## config.mk

```make
export PLATFORM = sky130hd
export DESIGN_NAME = id_ex_alu_issue
export DESIGN_NICKNAME = d
export VERILOG_FILES = /design/src/rtl/id_ex_alu_issue_pkg.sv /design/src/rtl/id_ex_alu_issue_fwd_mux.sv /design/src/rtl/id_ex_alu_issue.sv
export SDC_FILE = /design/constraint.sdc
export NUM_CORES = 1
export LEC_CHECK = 0
export CORE_UTILIZATION = 30
export DETAILED_ROUTE_END_ITERATION = 16
export PLACE_DENSITY_LB_ADDON = 0.08
export SYNTH_ARGS = -nofsm -noshare
export SYNTH_HDL_FRONTEND = slang
export SYNTH_SLANG_ARGS = --single-unit
```

## constraint.sdc

```tcl
create_clock -name clk -period 1.6 [get_ports clk]
set_input_delay 0.16 -clock clk [delete_from_list [all_inputs] [get_ports clk]]
set_output_delay 0.16 -clock clk [all_outputs]
set_load 0.02 [all_outputs]
```

## src/rtl/id_ex_alu_issue_pkg.sv

```systemverilog
// Shared ALU control codes, R-type funct values and forwarding select type for the ID/EX issue stage.
package id_ex_alu_issue_pkg;

  localparam logic [2:0] CTL_AND = 3'b000;
  localparam logic [2:0] CTL_OR  = 3'b001;
  localparam logic [2:0] CTL_ADD = 3'b010;
  localparam logic [2:0] CTL_SRL = 3'b011;
  localparam logic [2:0] CTL_SUB = 3'b110;
  localparam logic [2:0] CTL_SLT = 3'b111;

  localparam logic [5:0] FUNCT_AND = 6'b100100;
  localparam logic [5:0] FUNCT_OR  = 6'b100101;
  localparam logic [5:0] FUNCT_ADD = 6'b100000;
  localparam logic [5:0] FUNCT_SRL = 6'b000010;
  localparam logic [5:0] FUNCT_SUB = 6'b100010;
  localparam logic [5:0] FUNCT_SLT = 6'b101010;

  typedef enum logic [1:0] {
    NONE  = 2'd0,
    EXMEM = 2'd1,
    MEMWB = 2'd2
  } fwd_sel_t;

  typedef struct packed {
    logic [2:0] ctl;
    logic       legal;
  } dec_t;

  // Unsupported functs fall back to ADD so the ALU sees a harmless code.
  function automatic dec_t decode(input logic [5:0] funct);
    dec_t d;
    d.ctl   = CTL_ADD;
    d.legal = 1'b1;
    case (funct)
      FUNCT_AND: d.ctl = CTL_AND;
      FUNCT_OR:  d.ctl = CTL_OR;
      FUNCT_ADD: d.ctl = CTL_ADD;
      FUNCT_SRL: d.ctl = CTL_SRL;
      FUNCT_SUB: d.ctl = CTL_SUB;
      FUNCT_SLT: d.ctl = CTL_SLT;
      default:   d.legal = 1'b0;
    endcase
    return d;
  endfunction

endpackage

```

## src/rtl/id_ex_alu_issue_fwd_mux.sv

```systemverilog
// Per-operand forwarding mux: picks EX/MEM, then MEM/WB, then the registered value; r0 never forwards.
module fwd_mux
  import id_ex_alu_issue_pkg::*;
(
  input  logic [4:0]  addr,
  input  logic [31:0] reg_data,
  input  logic        exmem_we,
  input  logic [4:0]  exmem_rd,
  input  logic [31:0] exmem_data,
  input  logic        memwb_we,
  input  logic [4:0]  memwb_rd,
  input  logic [31:0] memwb_data,
  output logic [31:0] data
);

  fwd_sel_t sel;

  always_comb begin
    sel = NONE;
    if (exmem_we && (exmem_rd != 5'd0) && (exmem_rd == addr)) begin
      sel = EXMEM;
    end else if (memwb_we && (memwb_rd != 5'd0) && (memwb_rd == addr)) begin
      sel = MEMWB;
    end
  end

  always_comb begin
    data = reg_data;
    case (sel)
      EXMEM:   data = exmem_data;
      MEMWB:   data = memwb_data;
      default: data = reg_data;
    endcase
  end

endmodule

```

## src/rtl/id_ex_alu_issue.sv

```systemverilog
// ID/EX issue register for the ALU: funct decode, stall/flush capture, saturating issue count.
// Operand forwarding is built only when ID_EX_FWD_EN is defined; otherwise the hazard unit must stall.
module id_ex_alu_issue
  import id_ex_alu_issue_pkg::*;
#(
  parameter int CNT_W = 16
) (
  input  logic             clk,
  input  logic             rst_n,
  input  logic             InValid,
  input  logic [5:0]       Funct,
  input  logic [4:0]       ShamtIn,
  input  logic [4:0]       RsAddr,
  input  logic [4:0]       RtAddr,
  input  logic [4:0]       RdAddr,
  input  logic [31:0]      RsData,
  input  logic [31:0]      RtData,
  input  logic             Stall,
  input  logic             Flush,
  input  logic             ExMemRegWrite,
  input  logic             MemWbRegWrite,
  input  logic [4:0]       ExMemRd,
  input  logic [4:0]       MemWbRd,
  input  logic [31:0]      ExMemData,
  input  logic [31:0]      MemWbData,
  output logic             OutValid,
  output logic [2:0]       Ctl,
  output logic [4:0]       Shamt,
  output logic [31:0]      DataA,
  output logic [31:0]      DataB,
  output logic [4:0]       DstAddr,
  output logic             RegWrite,
  output logic             IllegalFunct,
  output logic [CNT_W-1:0] IssueCount
);

  localparam logic [CNT_W-1:0] CNT_ONE = {{(CNT_W-1){1'b0}}, 1'b1};

  dec_t        dec;
  logic [4:0]  rs_q;
  logic [4:0]  rt_q;
  logic [31:0] rs_data_q;
  logic [31:0] rt_data_q;

  assign dec = decode(Funct);

  // Flush only kills the control bits; operand registers are don't-care in a bubble.
  always_ff @(posedge clk or negedge rst_n) begin
    if (!rst_n) begin
      OutValid     <= 1'b0;
      Ctl          <= CTL_ADD;
      Shamt        <= 5'd0;
      DstAddr      <= 5'd0;
      RegWrite     <= 1'b0;
      IllegalFunct <= 1'b0;
      IssueCount   <= '0;
      rs_q         <= 5'd0;
      rt_q         <= 5'd0;
      rs_data_q    <= 32'd0;
      rt_data_q    <= 32'd0;
    end else if (Flush) begin
      OutValid     <= 1'b0;
      RegWrite     <= 1'b0;
      IllegalFunct <= 1'b0;
    end else if (!Stall) begin
      OutValid     <= InValid;
      Ctl          <= dec.ctl;
      Shamt        <= ShamtIn;
      DstAddr      <= RdAddr;
      RegWrite     <= InValid & dec.legal;
      IllegalFunct <= InValid & ~dec.legal;
      rs_q         <= RsAddr;
      rt_q         <= RtAddr;
      rs_data_q    <= RsData;
      rt_data_q    <= RtData;
      if (InValid && (IssueCount != '1)) begin
        IssueCount <= IssueCount + CNT_ONE;
      end
    end
  end

`ifdef ID_EX_FWD_EN
  fwd_mux u_fwd_a (
    .addr       (rs_q),
    .reg_data   (rs_data_q),
    .exmem_we   (ExMemRegWrite),
    .exmem_rd   (ExMemRd),
    .exmem_data (ExMemData),
    .memwb_we   (MemWbRegWrite),
    .memwb_rd   (MemWbRd),
    .memwb_data (MemWbData),
    .data       (DataA)
  );

  fwd_mux u_fwd_b (
    .addr       (rt_q),
    .reg_data   (rt_data_q),
    .exmem_we   (ExMemRegWrite),
    .exmem_rd   (ExMemRd),
    .exmem_data (ExMemData),
    .memwb_we   (MemWbRegWrite),
    .memwb_rd   (MemWbRd),
    .memwb_data (MemWbData),
    .data       (DataB)
  );
`else
  logic unused_fwd;

  assign DataA = rs_data_q;
  assign DataB = rt_data_q;
  assign unused_fwd = ^{ExMemRegWrite, MemWbRegWrite, ExMemRd, MemWbRd,
                        ExMemData, MemWbData, rs_q, rt_q};
`endif

endmodule

```

==> Word-level counts from Yosys, hierarchy flattened <==
Cells that the tools add are included.
Widths: inputs -> output; s select.
{ "word_totals": {"elab_cells": 35, "reg_bits": 96, "in_bits": 171} }
{ "classes": {"n_reduce_logical": 4, "n_bitwise": 5, "mux": 8, "n_addsub": 1, "n_eq_ne": 8} }
{ "op_table": {"columns": ["operator", "n"], "rows": [
  ["$eq 6x6->1 const B", 5],
  ["$add 16x1->16 const B", 1],
  ["$ne 16x16->1 const B", 1],
  ["$pmux 3 s5", 1],
  ["$mux 1", 7],
  ["$eq 6x2->1 const B", 1],
  ["$reduce_or 6->1", 1],
  ["$not 1->1", 3],
  ["$reduce_and 3->1", 1],
  ["$and 1x1->1", 2],
  ["$ne 2x1->1 const B", 1],
  ["$reduce_and 2->1", 1],
  ["$logic_and 1x1->1", 1]
]} }

==> Depth between registers and ports, before layout <==
{ "depth": {"word_depth": 7, "depth_mapped": 6, "ltp_nobuf": 5} }

==> Worst setup path before layout <==
No wires, ideal clock.
{ "synth_timing": {"path_type": "register to register", "startpoint": "register IssueCount[3]", "endpoint": "register IssueCount[8]", "arrival_ns": 1.499, "stages_incl_launch_ff": 5, "required_time_ns": 1.460, "setup_slack_ns": -0.039, "cell_sequence": "dfrtp_1 > nand4_4 > nor4_1 > nor4b_1 > xor2_1"} }
{ "synth_between": {"elab_chain_cells": 3, "word_cells_on_any_way": 4, "classes_between": "1 x add/sub; 1 x eq/ne; 2 x reduce/logical"} }
{ "synth_rtl": {"columns": ["item", "line_no", "rtl"], "rows": [
  ["start: declaration", "id_ex_alu_issue.sv:34", "output logic [CNT_W-1:0] IssueCount"],
  ["start signal: assignment", "id_ex_alu_issue.sv:77", "IssueCount <= IssueCount + CNT_ONE;"],
  ["branches (longest 3 deep; another with $add 16x1->16)", null, null]
]} }
Several ways; the timed one is not identified.
A chain may end at the register's enable or synchronous reset.

==> Worst setup path in the final report <==
{ "layout_timing": {"startpoint": "register IssueCount[1]", "endpoint": "register IssueCount[5]"} }
The elaborated chain is that of the path after synthesis.

==> flow_metrics.env <==
export IMPL_status="finished clean"
export IMPL_syn_to_final_growth_pct=66.7
export IMPL_synth_top_family_by_area="multiplexers"
export IMPL_placed_cells=636
export IMPL_synth_simple_gate_area_share_pct=9.95
export IMPL_slew_headroom_pct=73.8
export IMPL_async_flop_share_pct=100
export IMPL_drtAntennaViolNets=0
export IMPL_core_rowCount=41
export IMPL_vias=2930
export IMPL_clk_pin_slew_worst_paths_ns=0.06
export IMPL_place_hpwl_mm=6.88
export IMPL_viasPerCell=4.48
export IMPL_nets=649
export IMPL_numCtsBuffers=9
export IMPL_yosysSeqAreaShare_pct=61.9
export IMPL_clock_path_buffers=2
export IMPL_drv_cap=0
export IMPL_worstPathMaxFanout=4
export IMPL_coreArea_um2=12600
export IMPL_grt_pass1_wl_mm=15.2
export IMPL_worstPathArrival_ns=1.80
export IMPL_grt_max_degree=51
export IMPL_ioPinCount=267
export IMPL_cts_tree="yes"
export IMPL_reg2reg_depth=6
export IMPL_skew_ns=0.00225
export IMPL_rsz0062_at_grt="true"
export IMPL_first_pass_iters=4
export IMPL_clockRootBuffer="clkbuf_16"
export IMPL_synth_edf_count=0
export IMPL_drc=0
export IMPL_fp_dieH_um=116
export IMPL_power_density_nw_per_um2=1130
export IMPL_synthCells=267
export IMPL_worst_pin_slew_ns=0.388
export IMPL_yosysWarnings=0
export IMPL_grt_pass1_vias=3013
export IMPL_drive_gt1_share_pct=27.2
export IMPL_overflow=0
export IMPL_fin_hold_ws_ns=0.295
export IMPL_clock_sinks=96
export IMPL_p_switching_w=0.00203
export IMPL_instances_no_fill=654
export IMPL_pwr_share_seq_pct=40.5
export IMPL_seq_area_um2=2400
export IMPL_combPwrFrac_pct=28.0
export IMPL_mostFrequentLayoutCells="clkdlybuf4s50_1, dfrtp_1, mux2_2"
export IMPL_start_util_pct=30.8
export IMPL_utilization_pct=51.3
export IMPL_track_usage_pct=15.1
export IMPL_clkPwrFrac_pct=31.5
export IMPL_fmax_mhz=653
export IMPL_worstHoldPathType="input port to async pin"
export IMPL_max_vdd_ir_drop_mv=0.709
export IMPL_finalCritPeriodShare_pct=95.7
export IMPL_start_kind="flip-flop"
export IMPL_p_leak_nw=2.76
export IMPL_synthMuxAreaShare_pct=22.3
export IMPL_worstSetupEndpointType="flip-flop"
export IMPL_die_w_um=116
export IMPL_avgSynthCellArea_um2=14.6
export IMPL_required_ns=1.87
export IMPL_hold_violations=0
export IMPL_post_route_min_period_ns=1.53
export IMPL_clkLatencyLatePin_ns=0.34
export IMPL_finalWeightedCongestion=0.737
export IMPL_synth_distinct_cells=34
export IMPL_synth_seq_cells=96
export IMPL_synthAdderAreaFrac_pct=0.322
export IMPL_wire_per_inst_um=14.6
export IMPL_worstSetupPathType="flip-flop to flip-flop"
export IMPL_synth_compound_area_share_pct=1.45
export IMPL_slew_viol_final=0
export IMPL_final_common_cell="clkdlybuf4s50_1"
export IMPL_ys_flop_type="dfrtp_1"
export IMPL_finalSetupViolations=0
export IMPL_fillers=1164
export IMPL_ctsHtreeMaxLevel=3
export IMPL_antenna_cells=0
export IMPL_swShare_pct=27.6
export IMPL_syn_area_um2=3880
export IMPL_synth_xor_area_share_pct=2.71
export IMPL_antenna_found_initial=0
export IMPL_io_buffers=180
export IMPL_syn_nets=439
export IMPL_dieArea_um2=13400
export IMPL_drtIter0Drc=116
export IMPL_p_int_w=0.00531
export IMPL_multi_input_area_um2=1470
export IMPL_routed_wl_mm=9.56
## metrics by stage
step | area [um^2] | power [W] | worst slack (ns) | TNS (ns)
after global routing | 6480 | 0.00771 | -0.0239 | -0.0403
after detailed placement | 6110 | 0.00507 | -0.216 | -6.63
after global placement | 6110 | 0.00504 | -0.190 | -5.66
final | 6480 | 0.00734 | 0.0688 | 0
after floorplan | 3890 | 0.00388 | -0.00717 | -0.00717
after CTS | 6430 | 0.00744 | 0.000109 | 0
## cells in the mapped netlist (all sizes together) (2+ instances only)
library cell,number,area [um^2]
a21oi,5,25.0
buf,9,45.0
dfrtp,95,2380
mux2,77,867
nand2,9,33.8
nand3,8,40.0
nand4,5,46.3
nor2,10,53.8
nor2b,4,25.0
nor3,4,20.0
nor3b,2,15.0
nor4,6,52.6
nor4b,4,35.0
or3,2,12.5
xnor2,4,35.0
xor2,8,70.1
## what timing repair did
item                                   4_1_cts  5_1_grt
setup buffers                                0        1
gates cloned                                 0        0
endpoints found under the hold margin       24        0
setup endpoints to repair                   11       10
pin swaps                                    0        3
hold buffers                                 1        0
gates resized for setup                     11        9
## critical path: stages, from the launching register on
cell and delay (ns):
dfrtp_1 0.39, ha_4 0.17, nand4_1 0.14, nor4_4 0.34, buf_4 0.17, nand4b_1 0.12, xnor2_1 0.12
## cell families after synthesis
family	Yosys count
muxes	77
xor gates and xnor gates	12
DFF	96
AOI/OAI and AO/OA	9
buffers and inverters	11
adders and majority gates	1
and+or+nand+nor	61
## power by group through the flow
stage	clock [W]	sequential, W	combinational (W)
2_1_floorplan	0	0.00346	0.000420
3_3_place_gp	0	0.00299	0.00205
3_5_place_dp	0	0.00301	0.00206
4_1_cts	0.00243	0.00297	0.00204
5_1_grt	0.00251	0.00303	0.00218
6_report	0.00231	0.00298	0.00205
## routing by layer
metal | GRT usage [%] | routed length, um | up-vias
met5 | 0 | 0 | -
met2 | 23.5 | 4500 | 108
met3 | 8.26 | 979 | 8
met1 | 17.7 | 3960 | 1440
met4 | 5.13 | 131 | 0
li1 | - | - | 1374
## registers in the layout, indices dropped and copies added, names as in the netlist
signal	cells
DataA	32
DataB	32
IssueCount	16
DstAddr	5
Shamt	5
Ctl	3
IllegalFunct	1
OutValid	1
RegWrite	1
## area by class of cell
type	count	share of cell area, %
sequential	96	37.1
multi-input combinational	160	22.7
timing repair buffer	209	31.9
clock inverter	5	1.24
clock buffer	11	3.75
tap	172	3.32
inverter	1	0.0580
## path summary, 6_finish.rpt
kind | startpoint | endpoint | slack, ns
worst min-delay path | rst_n | DataA[27] | 0.29
worst min register to register | RegWrite | RegWrite | 0.50
min in group clk | RsData[12] | DataA[12] | 0.42
max in group asynchronous | rst_n | DataA[6] | 0.73
worst max register to register | IssueCount[1] | IssueCount[5] | 0.07
worst max-delay path | IssueCount[1] | IssueCount[5] | 0.07
No activity file was read; power rests on OpenSTA's default activity.
